### src/rtl/pipe_pkg.sv
// Shared definitions for the EX/MEM skid stage: control bundle layout,
// skid buffer state encoding and the packed payload width.
package pipe_pkg;

    // Bit positions of the M/WB control bundle
    localparam int BEQ      = 0;
    localparam int BNE      = 1;
    localparam int MEMREAD  = 2;
    localparam int MEMWRITE = 3;
    localparam int MEMTOREG = 4;
    localparam int REGWRITE = 5;
    localparam int CTRL_W   = 6;

    // Occupancy of the 2-entry skid buffer
    typedef enum logic [1:0] {
        EMPTY = 2'd0,
        ONE   = 2'd1,
        FULL  = 2'd2
    } skid_state_t;

    // Packed payload: control bundle, ALU result, zero flag, branch target,
    // store data and destination register
    function automatic int payload_w(input int data_w, input int reg_addr_w);
        return CTRL_W + 3 * data_w + 1 + reg_addr_w;
    endfunction

endpackage

### src/rtl/pipe_skid_buf.sv
// Generic 2-entry valid/ready skid buffer with flush. The main entry drives
// the output; the skid entry catches the one accept that can slip in while
// the main entry is blocked. in_ready is a register so it never depends
// combinationally on out_ready.
module pipe_skid_buf
    import pipe_pkg::*;
#(
    parameter int W = 8
) (
    input  logic         clk,
    input  logic         reset,
    input  logic         flush,
    input  logic         in_valid,
    output logic         in_ready,
    input  logic [W-1:0] in_data,
    output logic         out_valid,
    input  logic         out_ready,
    output logic [W-1:0] out_data
);

    skid_state_t  state_r;
    skid_state_t  state_nxt_s;
    logic         ready_r;
    logic         valid_r;
    logic [W-1:0] main_r;
    logic [W-1:0] skid_r;
    logic         accept_s;
    logic         drain_s;
    logic         load_main_in_s;
    logic         load_main_skid_s;
    logic         load_skid_s;

    assign accept_s  = in_valid & ready_r;
    assign drain_s   = valid_r & out_ready;
    assign in_ready  = ready_r;
    assign out_valid = valid_r;
    assign out_data  = main_r;

    // Next-state and entry-load decode; flush overrides accept and drain
    always_comb begin
        state_nxt_s      = state_r;
        load_main_in_s   = 1'b0;
        load_main_skid_s = 1'b0;
        load_skid_s      = 1'b0;
        if (flush) begin
            state_nxt_s = EMPTY;
        end else begin
            case (state_r)
                EMPTY: begin
                    if (accept_s) begin
                        state_nxt_s    = ONE;
                        load_main_in_s = 1'b1;
                    end else begin
                        state_nxt_s = EMPTY;
                    end
                end
                ONE: begin
                    if (accept_s && !drain_s) begin
                        state_nxt_s = FULL;
                        load_skid_s = 1'b1;
                    end else if (accept_s && drain_s) begin
                        state_nxt_s    = ONE;
                        load_main_in_s = 1'b1;
                    end else if (drain_s) begin
                        state_nxt_s = EMPTY;
                    end else begin
                        state_nxt_s = ONE;
                    end
                end
                FULL: begin
                    if (drain_s) begin
                        state_nxt_s      = ONE;
                        load_main_skid_s = 1'b1;
                    end else begin
                        state_nxt_s = FULL;
                    end
                end
                default: begin
                    state_nxt_s = EMPTY;
                end
            endcase
        end
    end

    // State, registered handshake flags and entry storage
    always_ff @(posedge clk) begin
        if (reset) begin
            state_r <= EMPTY;
            ready_r <= 1'b1;
            valid_r <= 1'b0;
            main_r  <= {W{1'b0}};
            skid_r  <= {W{1'b0}};
        end else begin
            state_r <= state_nxt_s;
            ready_r <= (state_nxt_s != FULL);
            valid_r <= (state_nxt_s != EMPTY);
            if (load_main_in_s) begin
                main_r <= in_data;
            end else if (load_main_skid_s) begin
                main_r <= skid_r;
            end else begin
                main_r <= main_r;
            end
            if (load_skid_s) begin
                skid_r <= in_data;
            end else begin
                skid_r <= skid_r;
            end
        end
    end

endmodule

### src/rtl/ex_mem_skid_stage.sv
// EX/MEM pipeline stage: packs the EX outputs into one payload, carries it
// through a 2-entry skid buffer, masks control bits on bubbles, resolves
// branch-taken for MEM and counts back-pressure cycles.
module ex_mem_skid_stage
    import pipe_pkg::*;
#(
    parameter int DATA_W     = 32,
    parameter int REG_ADDR_W = 5,
    parameter int STAT_W     = 16
) (
    input  logic                  clk,
    input  logic                  reset,
    input  logic                  flush,
    input  logic                  in_valid,
    output logic                  in_ready,
    input  logic                  in_beq,
    input  logic                  in_bne,
    input  logic                  in_memread,
    input  logic                  in_memwrite,
    input  logic                  in_memtoreg,
    input  logic                  in_regwrite,
    input  logic [DATA_W-1:0]     in_alu_result,
    input  logic                  in_alu_zero,
    input  logic [DATA_W-1:0]     in_branch_target,
    input  logic [DATA_W-1:0]     in_read_data2,
    input  logic [REG_ADDR_W-1:0] in_write_reg,
    output logic                  out_valid,
    input  logic                  out_ready,
    output logic                  out_beq,
    output logic                  out_bne,
    output logic                  out_memread,
    output logic                  out_memwrite,
    output logic                  out_memtoreg,
    output logic                  out_regwrite,
    output logic [DATA_W-1:0]     out_alu_result,
    output logic                  out_alu_zero,
    output logic [DATA_W-1:0]     out_branch_target,
    output logic [DATA_W-1:0]     out_read_data2,
    output logic [REG_ADDR_W-1:0] out_write_reg,
    output logic                  out_branch_taken,
    output logic [STAT_W-1:0]     stall_count
);

    localparam int P = payload_w(DATA_W, REG_ADDR_W);
    localparam logic [STAT_W-1:0] STAT_MAX = {STAT_W{1'b1}};

    logic [CTRL_W-1:0] ctrl_in_s;
    logic [CTRL_W-1:0] ctrl_main_s;
    logic [CTRL_W-1:0] ctrl_out_s;
    logic [P-1:0]      payload_in_s;
    logic [P-1:0]      payload_out_s;
    logic              valid_s;
    logic [STAT_W-1:0] stall_r;

    assign ctrl_in_s[BEQ]      = in_beq;
    assign ctrl_in_s[BNE]      = in_bne;
    assign ctrl_in_s[MEMREAD]  = in_memread;
    assign ctrl_in_s[MEMWRITE] = in_memwrite;
    assign ctrl_in_s[MEMTOREG] = in_memtoreg;
    assign ctrl_in_s[REGWRITE] = in_regwrite;

    assign payload_in_s = {ctrl_in_s, in_alu_result, in_alu_zero,
                           in_branch_target, in_read_data2, in_write_reg};

    pipe_skid_buf #(
        .W (P)
    ) u_skid (
        .clk       (clk),
        .reset     (reset),
        .flush     (flush),
        .in_valid  (in_valid),
        .in_ready  (in_ready),
        .in_data   (payload_in_s),
        .out_valid (valid_s),
        .out_ready (out_ready),
        .out_data  (payload_out_s)
    );

    assign {ctrl_main_s, out_alu_result, out_alu_zero,
            out_branch_target, out_read_data2, out_write_reg} = payload_out_s;

    // Bubbles must never issue a memory access or register write downstream
    always_comb begin
        ctrl_out_s = {CTRL_W{1'b0}};
        if (valid_s) begin
            ctrl_out_s = ctrl_main_s;
        end else begin
            ctrl_out_s = {CTRL_W{1'b0}};
        end
    end

    assign out_valid        = valid_s;
    assign out_beq          = ctrl_out_s[BEQ];
    assign out_bne          = ctrl_out_s[BNE];
    assign out_memread      = ctrl_out_s[MEMREAD];
    assign out_memwrite     = ctrl_out_s[MEMWRITE];
    assign out_memtoreg     = ctrl_out_s[MEMTOREG];
    assign out_regwrite     = ctrl_out_s[REGWRITE];
    assign out_branch_taken = (ctrl_out_s[BEQ] & out_alu_zero) |
                              (ctrl_out_s[BNE] & ~out_alu_zero);
    assign stall_count      = stall_r;

    // Saturating count of cycles where MEM holds off a valid entry
    always_ff @(posedge clk) begin
        if (reset) begin
            stall_r <= {STAT_W{1'b0}};
        end else if (valid_s && !out_ready && (stall_r != STAT_MAX)) begin
            stall_r <= stall_r + STAT_W'(1);
        end else begin
            stall_r <= stall_r;
        end
    end

endmodule

### config.mk
export PLATFORM = sky130hd
export DESIGN_NAME = ex_mem_skid_stage
export DESIGN_NICKNAME = d
export VERILOG_FILES = /design/src/rtl/pipe_pkg.sv /design/src/rtl/pipe_skid_buf.sv /design/src/rtl/ex_mem_skid_stage.sv
export SDC_FILE = /design/constraint.sdc
export NUM_CORES = 1
export LEC_CHECK = 0
export ABC_CLOCK_PERIOD_IN_PS = 2200
export BUFFER_PORTS_ARGS = -buffer_cell sky130_fd_sc_hd__clkbuf_2
export CAP_MARGIN = 20
export CORE_MARGIN = 5
export CORE_UTILIZATION = 30
export CTS_BUF_LIST = sky130_fd_sc_hd__clkbuf_16
export CTS_CLUSTER_SIZE = 28
export DETAILED_ROUTE_END_ITERATION = 8
export PLACE_DENSITY = 0.51
export SYNTH_ARGS = -nofsm -noshare
export SYNTH_HDL_FRONTEND = slang
export SYNTH_SLANG_ARGS = --single-unit
### constraint.sdc
create_clock -name clk -period 2.2 [get_ports clk]
set_input_delay 0.11 -clock clk [delete_from_list [all_inputs] [get_ports clk]]
set_output_delay 0.11 -clock clk [all_outputs]
set_load 0.02 [all_outputs]
# Word-level counts from Yosys, hierarchy flattened
# Index checks and enable logic that the tools add are counted.
[op_classes] bitwise_logic=6 eq_ne=4 add_sub_neg=1 reduce_logical=9 n_mux=21
[ops] operator="108-bit two-way mux" n=2
[ops] operator="16-bit by 1-bit adder with 16-bit output, second input constant" n=1
[ops] operator="16-bit inequality test, second input constant" n=1
[ops] operator="1-bit two-way mux" n=12
[ops] operator="2-bit two-way mux" n=4
[ops] operator="6-bit two-way mux" n=1
[ops] operator="2-bit one-hot mux with 3 select lines" n=1
[ops] operator="1-bit AND" n=4
[ops] operator="1-bit logical AND" n=4
[ops] operator="2-bit nonzero test" n=2
[ops] operator="2-bit by 1-bit == test with 1-bit output, second input constant" n=1
[ops] operator="2-bit == test, second input constant" n=1
[ops] operator="1-bit zero test" n=2
[ops] operator="2-bit zero test" n=1
[ops] operator="2-bit inequality test, second input constant" n=1
[ops] operator="1-bit one-hot mux with 2 select lines" n=1
[ops] operator="1-bit NOT" n=1
[ops] operator="1-bit OR" n=1
[totals] regBits=236 output_inout_bits=127 elab_cells=47

# Logic depth before layout (Yosys ltp)
# Gate-level depths: netlist (run 1).
[logic_depth] depth_word=7 depth_mapped=10 depth_no_buf=7

# By module
# A second synthesis (run 1) with hierarchy kept.
[unflattened] cells_unflattened=974 hier_area_um2=8944.8
[by_module_without_submodules] module="pipe_skid_buf" instances=1 cells_each=868 area_each_um2=8046.5
[by_module_without_submodules] module="ex_mem_skid_stage" instances=1 cells_each=106 area_each_um2=898.4

# Least setup slack after synthesis (run 1)
# OpenSTA, ideal clock, no wires.
[synth_path] path_type="reg-to-reg" startpoint="reg u_skid.valid_r, in the netlist u_skid.out_valid" endpoint="reg u_skid.main_r[100], in the netlist u_skid.out_data[100]" path_stages_with_launch=11 slack_ns=-0.083 arrival_time_ns=2.226 required_time_ns=2.143 period_less_slack_ns=2.283 path_buffers=3 path_cell_list="dfxtp_1 > buf_2 > nand2_1 > inv_1 > ha_1 > nand2_1 > a2111oi_4 > clkbuf_1 > buf_2 > a22o_1 > a21o_1"
[synth_via] elab_chain_len=7
[synth_rtl] item="start: declaration" line_no="pipe_skid_buf.sv:24" source="logic valid_r;"
[synth_rtl] item="start signal: assignment" line_no="pipe_skid_buf.sv:96" source="valid_r <= (state_nxt_s != EMPTY);"
[synth_rtl] item="1-bit AND (*)" line_no="pipe_skid_buf.sv:34" source="assign drain_s = valid_r & out_ready;"
[synth_rtl] item="1-bit logical AND or 1-bit zero test (tied branches)" line_no="pipe_skid_buf.sv:61, pipe_skid_buf.sv:58"
[synth_rtl] item="1-bit two-way mux or 1-bit logical AND (tied branches)" line_no="pipe_skid_buf.sv:61, pipe_skid_buf.sv:58"
[synth_rtl] item="1-bit two-way mux" line_no="pipe_skid_buf.sv:58" source="if (accept_s && !drain_s) begin"
[synth_rtl] item="1-bit one-hot mux with 2 select lines" line_no="pipe_skid_buf.sv:48" source="case (state_r)"
[synth_rtl] item="1-bit two-way mux" line_no="pipe_skid_buf.sv:45" source="if (flush) begin"
[synth_rtl] item="108-bit two-way mux or 2-bit nonzero test (tied branches)"
[synth_rtl] item="end signal: assignment" line_no="pipe_skid_buf.sv:98" source="main_r <= in_data;"
[synth_rtl] item="end signal: assignment" line_no="pipe_skid_buf.sv:100" source="main_r <= skid_r;"
[synth_rtl] item="end signal: assignment" line_no="pipe_skid_buf.sv:102" source="main_r <= main_r;"
[synth_rtl] item="end: declaration" line_no="pipe_skid_buf.sv:25" source="logic [W-1:0] main_r;"
# Every way passes the cells marked *; elsewhere a longest branch is shown, timed or not.
# A chain may end at the register's enable or synchronous reset.

# Worst setup path in the final report (run 1)
[layout_path] startpoint="reg stall_r[6], in the netlist stall_count[6]" endpoint="reg stall_r[15], in the netlist stall_count[15]"
[layout_via] elab_chain_len=2
[layout_rtl] item="start: declaration" line_no="ex_mem_skid_stage.sv:53" source="logic [STAT_W-1:0] stall_r;"
[layout_rtl] item="start signal: assignment" line_no="ex_mem_skid_stage.sv:106" source="stall_r <= {STAT_W{1'b0}};"
[layout_rtl] item="start signal: assignment" line_no="ex_mem_skid_stage.sv:108" source="stall_r <= stall_r + STAT_W'(1);"
[layout_rtl] item="start signal: assignment" line_no="ex_mem_skid_stage.sv:110" source="stall_r <= stall_r;"
[layout_rtl] item="branches (longest 2 deep; another with 16-bit by 1-bit adder with 16-bit output)"
# Several ways; the timed one is not identified.

==> results by group, run 1 <==
Final layout
  • FILL cells: 3167
  • Layout cells sized above 1: 0.233
  • Commonest non-fill, non-tap cell in the layout: clkbuf_2
  • Most frequent cells in the layout: clkbuf_2, dfxtp_1, nand2_1
  • Area grow syn2layout: 30.3%
  • Fin util: 0.396
  • Reg area: 0.00473 sq mm
  • Post-layout net count: 1401
  • Multi-input combinational cell area: 0.00383 sq mm

Synthesis
  • Synthesized netlist cell count: 1062
  • Seq/Total Area, Yosys: 0.492
  • Syn avg cell area: 9.04 sq um
  • Commonest register cell after synthesis: dfxtp_1
  • Synth Warn #: 0
  • Flops & latches, synth: 236
  • Number of synthesized flops with an enable pin: 0
  • Cell Area, Synth: 0.00960 sq mm
  • FFs w/ async S/R, synth: 0
  • Count of cell types in the netlist: 41
  • Post-synthesis net count: 1178

Pwr
  • Total power divided by cell area: 778 mW/mm^2
  • Lkg Pwr: 0.00590 uW
  • Worst vdd ir: 519 uV
  • Total Power: 9720 uW

Critical path
  • CP required: 2660 ps
  • Crit path capture type: flip-flop
  • Startpoint types: flip-flop
  • CP cell instances: nand4_2, or4b_1, or4_1, a21oi_1
  • Slowest-stage cell, CP: or4b_1
  • Worst-path fanout max: 6
  • CP peak stage delay: 650 ps
  • WP data arrival: 2450 ps
  • WS Path Type: flip-flop to flip-flop

Status
  • Status: complete, no violations

Timing
  • Final period demand of the worst path: 1980 ps
  • Endpoints failing setup: 0
  • Crit share post-route: 0.900
  • PnR worst setup slack: 219 ps
  • Clk_skew: 6.19 ps
  • Unrepaired setup endpoints after global routing: false
  • F_max: 505 MHz
  • Setup TNS: 0 ps
  • Hold_ws: 258 ps
  • Final Max Tran Viols: 0
  • Max_slew headroom: 0.650
  • Worst slew pin tran: 525 ps
  • Fin. Hold Viols: 0

Min path
  • Min-delay worst type: primary input to flip-flop

Route
  • Drt initial violations: 353
  • DR WL/cell: 15.9 um
  • DRC violations left: 0
  • Via-per-instance ratio: 4.74
  • Drt first pass iters: 4
  • Via count: 8087
  • Drt total wl: 27100 um
  • ANT nets after route: 0

GRT
  • Busiest grt layer: met2
  • Overall global routing resource usage: 0.145
  • Grt total ovfl: 0
  • Vias in the first global route: 8007
  • Initial antenna violation count: 1
  • Largest net degree at the start of global routing: 107
  • Routing usage on met1: 0.181
  • Met3 Track Usage GR: 0.0363
  • First-pass GRT wire length: 42500 um
  • GR Util met2: 0.245

Floorplanning
  • Full die area: 0.0357 sq mm
  • Core Area: 0.0316 sq mm
  • I/O pins: 240
  • Die X: 189 um
  • Die H: 189 um
  • Initial Util: 0.304
  • FP Rows: 65

Placed design
  • Buffers on Ports: 239
  • GPL Wtd Cong: 0.767
  • Worst slack at placement: 228 ps
  • Detailed-placement wirelength estimate: 16400 um

Clock tree
  • CTS Sinks: 236
  • Post CTS Setup Buffer Count: 0
  • CTS Buf Count: 28
  • Worst-case clock buffer depth: 3
  • Clk_lat worst skew: 540 ps
  • Clk slew on worst S/H paths: 60 ps
  • Root Buffer: clkbuf_16
  • TritonCTS clock tree: done
  • H-tree depth: 1

Job
  • Max cap viols: 0
[flip-flops by register name, summed over array words and instances, names as in the netlist]
name,cells
stall_count,16
u_skid.in_ready,1
u_skid.out_data,108
u_skid.out_valid,1
u_skid.skid_r,108
u_skid.state_r,2
[stage by stage]
stage / instance area [sq um] / instances
after floorplan: 9610 / 1062
after global placement: 10600 / 1546
after detailed placement: 10600 / 1546
after CTS: 12500 / 1706
after global routing: 12500 / 1707
final: 12500 / 1707
[cell type report]
class	count	area share
clock buffers	29	0.0580
repair buffers	369	0.207
multi-input cells	644	0.306
inverters	6	0.00180
flip-flops and latches	236	0.378
well taps	402	0.0402
clock inverters	20	0.00860
diodes	1	0.000200
[per-layer routing]
layer / wire length, um / share of wire
met1: 12000 / 0.44
met2: 12700 / 0.47
met3: 1660 / 0.061
met4: 800 / 0.029
met5: 0 / 0
[synth_stat cells (3+ instances only)]
cell      instances  area [sq um]
nor3_1            5          25.0
or4_1             5          37.5
ha_1              3          37.5
or3_1             3          18.8
buf_1             3          11.3
o31ai_1           6          45.0
nand2_1         221           830
inv_1             6          22.5
a22o_1          108           946
buf_4           101           758
nor2_1            7          26.3
nor4_1            3          18.8
clkbuf_1         62           233
buf_2             9          45.0
o21ai_0           7          35.0
dfxtp_1         236          4720
nand3_1           6          30.0
a21oi_1         121           606
nand2b_1          5          31.3
and2_1            7          43.8
nand3b_1          4          30.0
a21o_1          108           811
[repair_timing]
item                      in CTS  in global routing
hold buffers                 111                  0
gates resized for setup        0                  0
hold endpoints to repair     221                  0
[power breakdown]
part,switching [uW],leakage (uW),internal (uW)
clock,1770,0.000443,2460
sequential,84.7,0.00192,4430
combinational,529,0.00354,449
total,2390,0.00590,7340
[worst max-delay path, delay by kind of cell, from the launching register on]
family	cells	cell delay [ps]
simple gates	3	1370
compound gates	1	140
flops	1	390
[cell families (layout without fill, tap and decap cells)]
kind of cell | Yosys count | in the layout | share of synthesized area
flops | 236 | 236 | 0.492
other cells | 0 | 1 | 0
fa+ha+maj | 3 | 3 | 0.00391
buf+inv | 182 | 424 | 0.112
simple gates | 280 | 280 | 0.125
mux | 4 | 4 | 0.00443
compound gates | 357 | 357 | 0.262
[worst paths after layout]
| kind | from | endpoint | slack [ps] | cells past startpoint |
|---|---|---|---|---|
| max reg2reg | stall_count[6]$_SDFFE_PP0P_ | stall_count[15]$_SDFFE_PP0P_ | 220 | 4 |
| min reg2reg | u_skid.out_data[107]$_SDFFE_PP0P_ | u_skid.out_data[107]$_SDFFE_PP0P_ | 440 | 1 |
| max | stall_count[6]$_SDFFE_PP0P_ | stall_count[15]$_SDFFE_PP0P_ | 220 | 4 |
| min | in_valid | u_skid.in_ready$_SDFF_PP1_ | 260 | 5 |
(Power assumes the default switching activity.)
==> inputs of run 2 (changes only) <==
--- a/config.mk
+++ b/config.mk
@@ -16,4 +16,5 @@
 export PLACE_DENSITY = 0.51
 export SYNTH_ARGS = -nofsm -noshare
 export SYNTH_HDL_FRONTEND = slang
+export SYNTH_HIERARCHICAL = 1
 export SYNTH_SLANG_ARGS = --single-unit
==> results by group, run 2 <==
Timing
  • Clk_skew: 16.9 ps
  • Max_slew headroom: 0.483
  • Hold_ws: 234 ps
  • Setup TNS: 0 ps
  • F_max: 504 MHz
  • Fin. Hold Viols: 0
  • Endpoints failing setup: 0
  • Final period demand of the worst path: 1980 ps
  • Final Max Tran Viols: 0
  • Unrepaired setup endpoints after global routing: false
  • Crit share post-route: 0.902
  • Worst slew pin tran: 775 ps

Synthesis
  • Leading area contributor after synthesis: dfxtp_1
  • Syn avg cell area: 9.18 sq um
  • Top-area cell type share of the netlist area: 0.528
  • Synth area leaders: dfxtp_1, a221o_1, nand2_1, and3_1, a21oi_1
  • Synthesized netlist cell count: 974
  • FFs w/ async S/R, synth: 0
  • Cell Area, Synth: 0.00894 sq mm
  • Post-synthesis net count: 1090
  • Top-count cell post-synth: dfxtp_1
  • Post-synth top cells: dfxtp_1, nand2_1, a21oi_1
  • Flops & latches, synth: 236
  • Count of cell types in the netlist: 46
  • Synth Warn #: 6
  • Seq/Total Area, Yosys: 0.528
  • Number of synthesized flops with an enable pin: 0
  • Commonest register cell after synthesis: dfxtp_1

Clock tree
  • Clk_lat worst skew: 530 ps
  • Worst-case clock buffer depth: 3
  • CTS Buf Count: 27
  • Root Buffer: clkbuf_16
  • CTS Sinks: 236
  • TritonCTS clock tree: done
  • Clk slew on worst S/H paths: 60 ps
  • H-tree depth: 1

Final layout
  • Design Area, Final: 0.0125 sq mm
  • Post-layout net count: 1403
  • Layout cells sized above 1: 0.238
  • FILL cells: 2918
  • Commonest non-fill, non-tap cell in the layout: clkbuf_2
  • Fin util: 0.423
  • Area grow syn2layout: 40.0%
  • Most frequent cells in the layout: clkbuf_2, dfxtp_1, nand2_1

Floorplanning
  • Die H: 183 um
  • Core Area: 0.0296 sq mm
  • FP Rows: 63
  • Die X: 183 um
  • Initial Util: 0.303
  • Full die area: 0.0334 sq mm
  • I/O pins: 240

Placed design
  • GPL Wtd Cong: 0.741
  • Cell area after placement: 0.0106 sq mm
  • Detailed-placement wirelength estimate: 17200 um
  • Buffers on Ports: 239

Route
  • Via-per-instance ratio: 4.99
  • Drt initial violations: 580
  • Drt first pass iters: 5
  • DRC violations left: 0
  • ANT nets after route: 0
  • Via count: 8452
  • DR WL/cell: 17.1 um
  • Drt total wl: 28900 um

Critical path
  • WP data arrival: 2440 ps
  • Worst-path fanout max: 74
  • Cell count of the worst reg-to-reg path: 4
  • Startpoint types: flip-flop
  • CP required: 2660 ps
  • WS Path Type: flip-flop to flip-flop
  • Crit path capture type: flip-flop

Pwr
  • Total Power: 9670 uW
  • Total power divided by cell area: 772 mW/mm^2
  • Lkg Pwr: 0.00547 uW
  • Worst vdd ir: 513 uV

GRT
  • Vias in the first global route: 8344
  • Grt total ovfl: 0
  • Overall global routing resource usage: 0.165
  • Largest net degree at the start of global routing: 75
  • First-pass GRT wire length: 45500 um
  • Initial antenna violation count: 1

Status
  • Status: complete, no violations

Min path
  • Min-delay worst type: primary input to flip-flop
  • Hold path depth: 4

Job
  • Max cap viols: 0
run 2: cell count changes in the layout (fill, tap and decap cells not counted), moves of 3 or more:
cell and change:
inv_1 -7, a21o_1 -108, a221o_1 +108, buf_4 +6
and3_1 +107, nor4_1 -3, a22o_1 -108, nand3b_1 -3
clkinv_1 +4
run 2: layout make-up:
| class | count | area [sq um] | area share |
|---|---|---|---|
| diodes | 1 | 2.50 | 0.000200 |
| multi-input cells | 645 | 3890 | 0.311 |
| inverters | 4 | 15.0 | 0.00120 |
| clock inverters | 18 | 124 | 0.00990 |
| well taps | 390 | 488 | 0.0390 |
| clock buffers | 27 | 676 | 0.0540 |
| repair buffers | 373 | 2590 | 0.207 |
| flip-flops and latches | 236 | 4720 | 0.377 |
run 2: report_power, final:
| group | total (uW) | switching, uW | leakage [uW] | internal [uW] |
|---|---|---|---|---|
| logic | 999 | 557 | 0.00315 | 442 |
| registers | 4520 | 92.2 | 0.00192 | 4430 |
| clock network | 4150 | 1730 | 0.000404 | 2420 |
| total | 9670 | 2370 | 0.00547 | 7290 |
run 2: cell families after synthesis:
family	Yosys count	share of synthesized area
adder cells (fa/ha/maj)	3	0.00420
AND/OR/NAND/NOR	391	0.216
buffers and inverters	93	0.0421
AO/OA/AOI/OAI	248	0.206
multiplexers	3	0.00364
flip-flops	236	0.528
run 2: per-layer routing:
metal	wire (um)	global-route usage	part of all wire
met1	13100	0.219	0.45
met2	13400	0.279	0.46
met3	1920	0.0339	0.066
met4	409	0.0321	0.014
met5	0	0	0
run 2: path summary, 6_finish.rpt:
path,to,start,slack [ps]
setup / recovery,u_skid/out_data[33]$_SDFFE_PP0P_,u_skid/state_r[1]$_SDFF_PP0_,220
hold / removal,u_skid/state_r[0]$_SDFF_PP0_,in_valid,230
setup reg to reg,u_skid/out_data[33]$_SDFFE_PP0P_,u_skid/state_r[1]$_SDFF_PP0_,220
hold reg to reg,u_skid/skid_r[72]$_SDFFE_PP0P_,u_skid/skid_r[72]$_SDFFE_PP0P_,450
run 2: critical path, stage by stage (launching register included):
cell and delay [ps]:
dfxtp_1 510, and4bb_1 320, o41ai_4 410, buf_12 400, a221o_1 220
run 2: what timing repair did:
action                     CTS  global route
hold endpoints to repair   218             0
hold buffers               111             0
setup endpoints to repair    0             0
setup buffers                0             0
resized for setup            0             0
run 2: per-stage QoR:
step	worst slack (ps)	std cells
floorplan	54.6	974
global placement	278	1537
finish	216	1694
global route	91.5	1694
detailed placement	243	1537
CTS	239	1693
==> inputs of run 3 (changes only) <==
--- a/config.mk
+++ b/config.mk
@@ -5,7 +5,7 @@
 export SDC_FILE = /design/constraint.sdc
 export NUM_CORES = 1
 export LEC_CHECK = 0
-export ABC_CLOCK_PERIOD_IN_PS = 2200
+export ABC_CLOCK_PERIOD_IN_PS = 1800
 export BUFFER_PORTS_ARGS = -buffer_cell sky130_fd_sc_hd__clkbuf_2
 export CAP_MARGIN = 20
 export CORE_MARGIN = 5
==> constraint.sdc (replaced) <==
create_clock -name clk -period 1.8 [get_ports clk]
set_input_delay 0.09 -clock clk [delete_from_list [all_inputs] [get_ports clk]]
set_output_delay 0.09 -clock clk [all_outputs]
set_load 0.02 [all_outputs]
==> results by group, run 3 (synthesis gave the netlist of run 2 again) <==
Status
  • Status: complete, but fails checks
  • Failing checks: setup timing

Route
  • DRC violations left: 0
  • Drt initial violations: 491
  • Via-per-instance ratio: 4.94
  • Drt first pass iters: 5
  • ANT nets after route: 0
  • Via count: 8564
  • DR WL/cell: 16.9 um
  • Drt total wl: 29400 um

Timing
  • Fin. Hold Viols: 0
  • Final Max Tran Viols: 0
  • PnR worst setup slack: -25.0 ps
  • Unrepaired setup endpoints after global routing: true
  • Endpoints failing setup: 46
  • Clk_skew: 11.4 ps
  • Hold_ws: 17.4 ps
  • Max_slew headroom: 0.541
  • Final period demand of the worst path: 1830 ps
  • Worst slew pin tran: 688 ps
  • F_max: 548 MHz
  • Crit share post-route: 1.01

Floorplanning
  • Initial Util: 0.303
  • Die X: 183 um
  • FP Rows: 63
  • Core Area: 0.0296 sq mm
  • Die H: 183 um
  • I/O pins: 240
  • Full die area: 0.0334 sq mm

Critical path
  • RR Startpoint: u_skid/out_valid$_SDFF_PP0_
  • WP buf/inv: 2
  • CP peak stage delay: 340 ps
  • CP cell instances: and2_4, ha_4, and3b_2, buf_6, o21a_4, buf_12, a221o_1
  • WP data arrival: 2240 ps
  • Cell count of the worst reg-to-reg path: 7
  • Worst Setup SP: u_skid/out_valid$_SDFF_PP0_
  • Worst-path fanout max: 43
  • Slowest-stage cell, CP: dfxtp_4
  • CP Depth: 7
  • Startpoint types: flip-flop
  • Delay-heaviest family, CP: compound AO/OA/AOI/OAI gates
  • CP required: 2210 ps
  • Crit path capture type: flip-flop
  • Flop2flop setup slack: -30 ps
  • WS Path Type: flip-flop to flip-flop

Pwr
  • Lkg Pwr: 0.00571 uW
  • Worst vdd ir: 621 uV
  • Total power divided by cell area: 905 mW/mm^2

Final layout
  • ANT cells: 0
  • Most frequent cells in the layout: clkbuf_2, dfxtp_1, nand2_1
  • Reg area: 0.00473 sq mm
  • FILL cells: 2848
  • Fin util: 0.438
  • Commonest non-fill, non-tap cell in the layout: clkbuf_2
  • Area grow syn2layout: 44.9%
  • Post-layout net count: 1439
  • Layout cells sized above 1: 0.266
  • Multi-input combinational cell area: 0.00392 sq mm

GRT
  • Largest net degree at the start of global routing: 127
  • Initial antenna violation count: 0
  • Vias in the first global route: 8315
  • Grt total ovfl: 0
  • Overall global routing resource usage: 0.163
  • First-pass GRT wire length: 45400 um

Clock tree
  • CTS Buf Count: 27
  • TritonCTS clock tree: done
  • Clk_lat worst skew: 530 ps
  • H-tree depth: 1
  • Root Buffer: clkbuf_16
  • CTS Sinks: 236
  • Worst-case clock buffer depth: 3
  • Clk slew on worst S/H paths: 60 ps

Min path
  • Min-delay worst type: primary input to flip-flop
  • Hold path depth: 4
  • Critical hold path startpoint: out_ready

Job
  • Max cap viols: 0

Placed design
  • Detailed-placement wirelength estimate: 17600 um
  • GPL Wtd Cong: 0.741
  • Worst slack at placement: -27.9 ps
  • Buffers on Ports: 239
-- run 3: cell count changes in the layout (fill, tap and decap cells not counted), moves of 3 or more --
cell	delta
inv_1	+4
clkinvlp_4	+3
buf_6	+8
buf_12	+6
clkbuf_16	+3
buf_4	+20
-- run 3: worst paths after layout --
check	end
setup / recovery	u_skid/out_data[93]$_SDFFE_PP0P_
hold / removal	stall_count[1]$_SDFFE_PP0P_
hold reg to reg	u_skid/skid_r[17]$_SDFFE_PP0P_
setup reg to reg	u_skid/out_data[93]$_SDFFE_PP0P_
-- run 3: repair_timing --
item                                    in CTS  in global routing
hold buffers                               110                  0
setup buffers                                0                  1
resized for setup                            1                  7
endpoints found under the hold margin      217                  0
endpoints found under the setup margin     108                202
pin swaps                                   20                  3
gates cloned                                 0                  5
-- run 3: tightest hold or removal path: stages --
cell      delay, ps
clkbuf_2        100
buf_4           130
nor3b_2          60
mux2i_1         110
-- run 3: metal layers --
layer,wire (um),GRT usage
met1,13300,0.219
met2,13400,0.268
met3,2340,0.0437
met4,393,0.0282
met5,0,0
-- run 3: cell type report --
| class | instances | share of cell area |
|---|---|---|
| well taps | 390 | 0.0377 |
| inverters | 4 | 0.00116 |
| repair buffers | 409 | 0.233 |
| clock inverters | 23 | 0.00850 |
| flip-flops and latches | 236 | 0.365 |
| multi-input cells | 645 | 0.303 |
| clock buffers | 27 | 0.0521 |
-- run 3: stage by stage --
stage	total power, uW	TNS [ps]	std cells	cell area (sq um)
final	11700	-471	1734	13000
after global routing	12200	-4700	1734	13000
after CTS	11900	-2380	1728	12800
after detailed placement	6710	-1580	1568	10900
after global placement	6710	-875	1568	10900
after floorplan	6180	-2150	974	9040
-- run 3: power by group --
group | internal, uW | switching (uW) | leakage (uW)
Sequential | 5410 | 110 | 0.00192
Clock | 2710 | 2190 | 0.000401
Combinational | 605 | 705 | 0.00339
Total | 8730 | 3000 | 0.00571
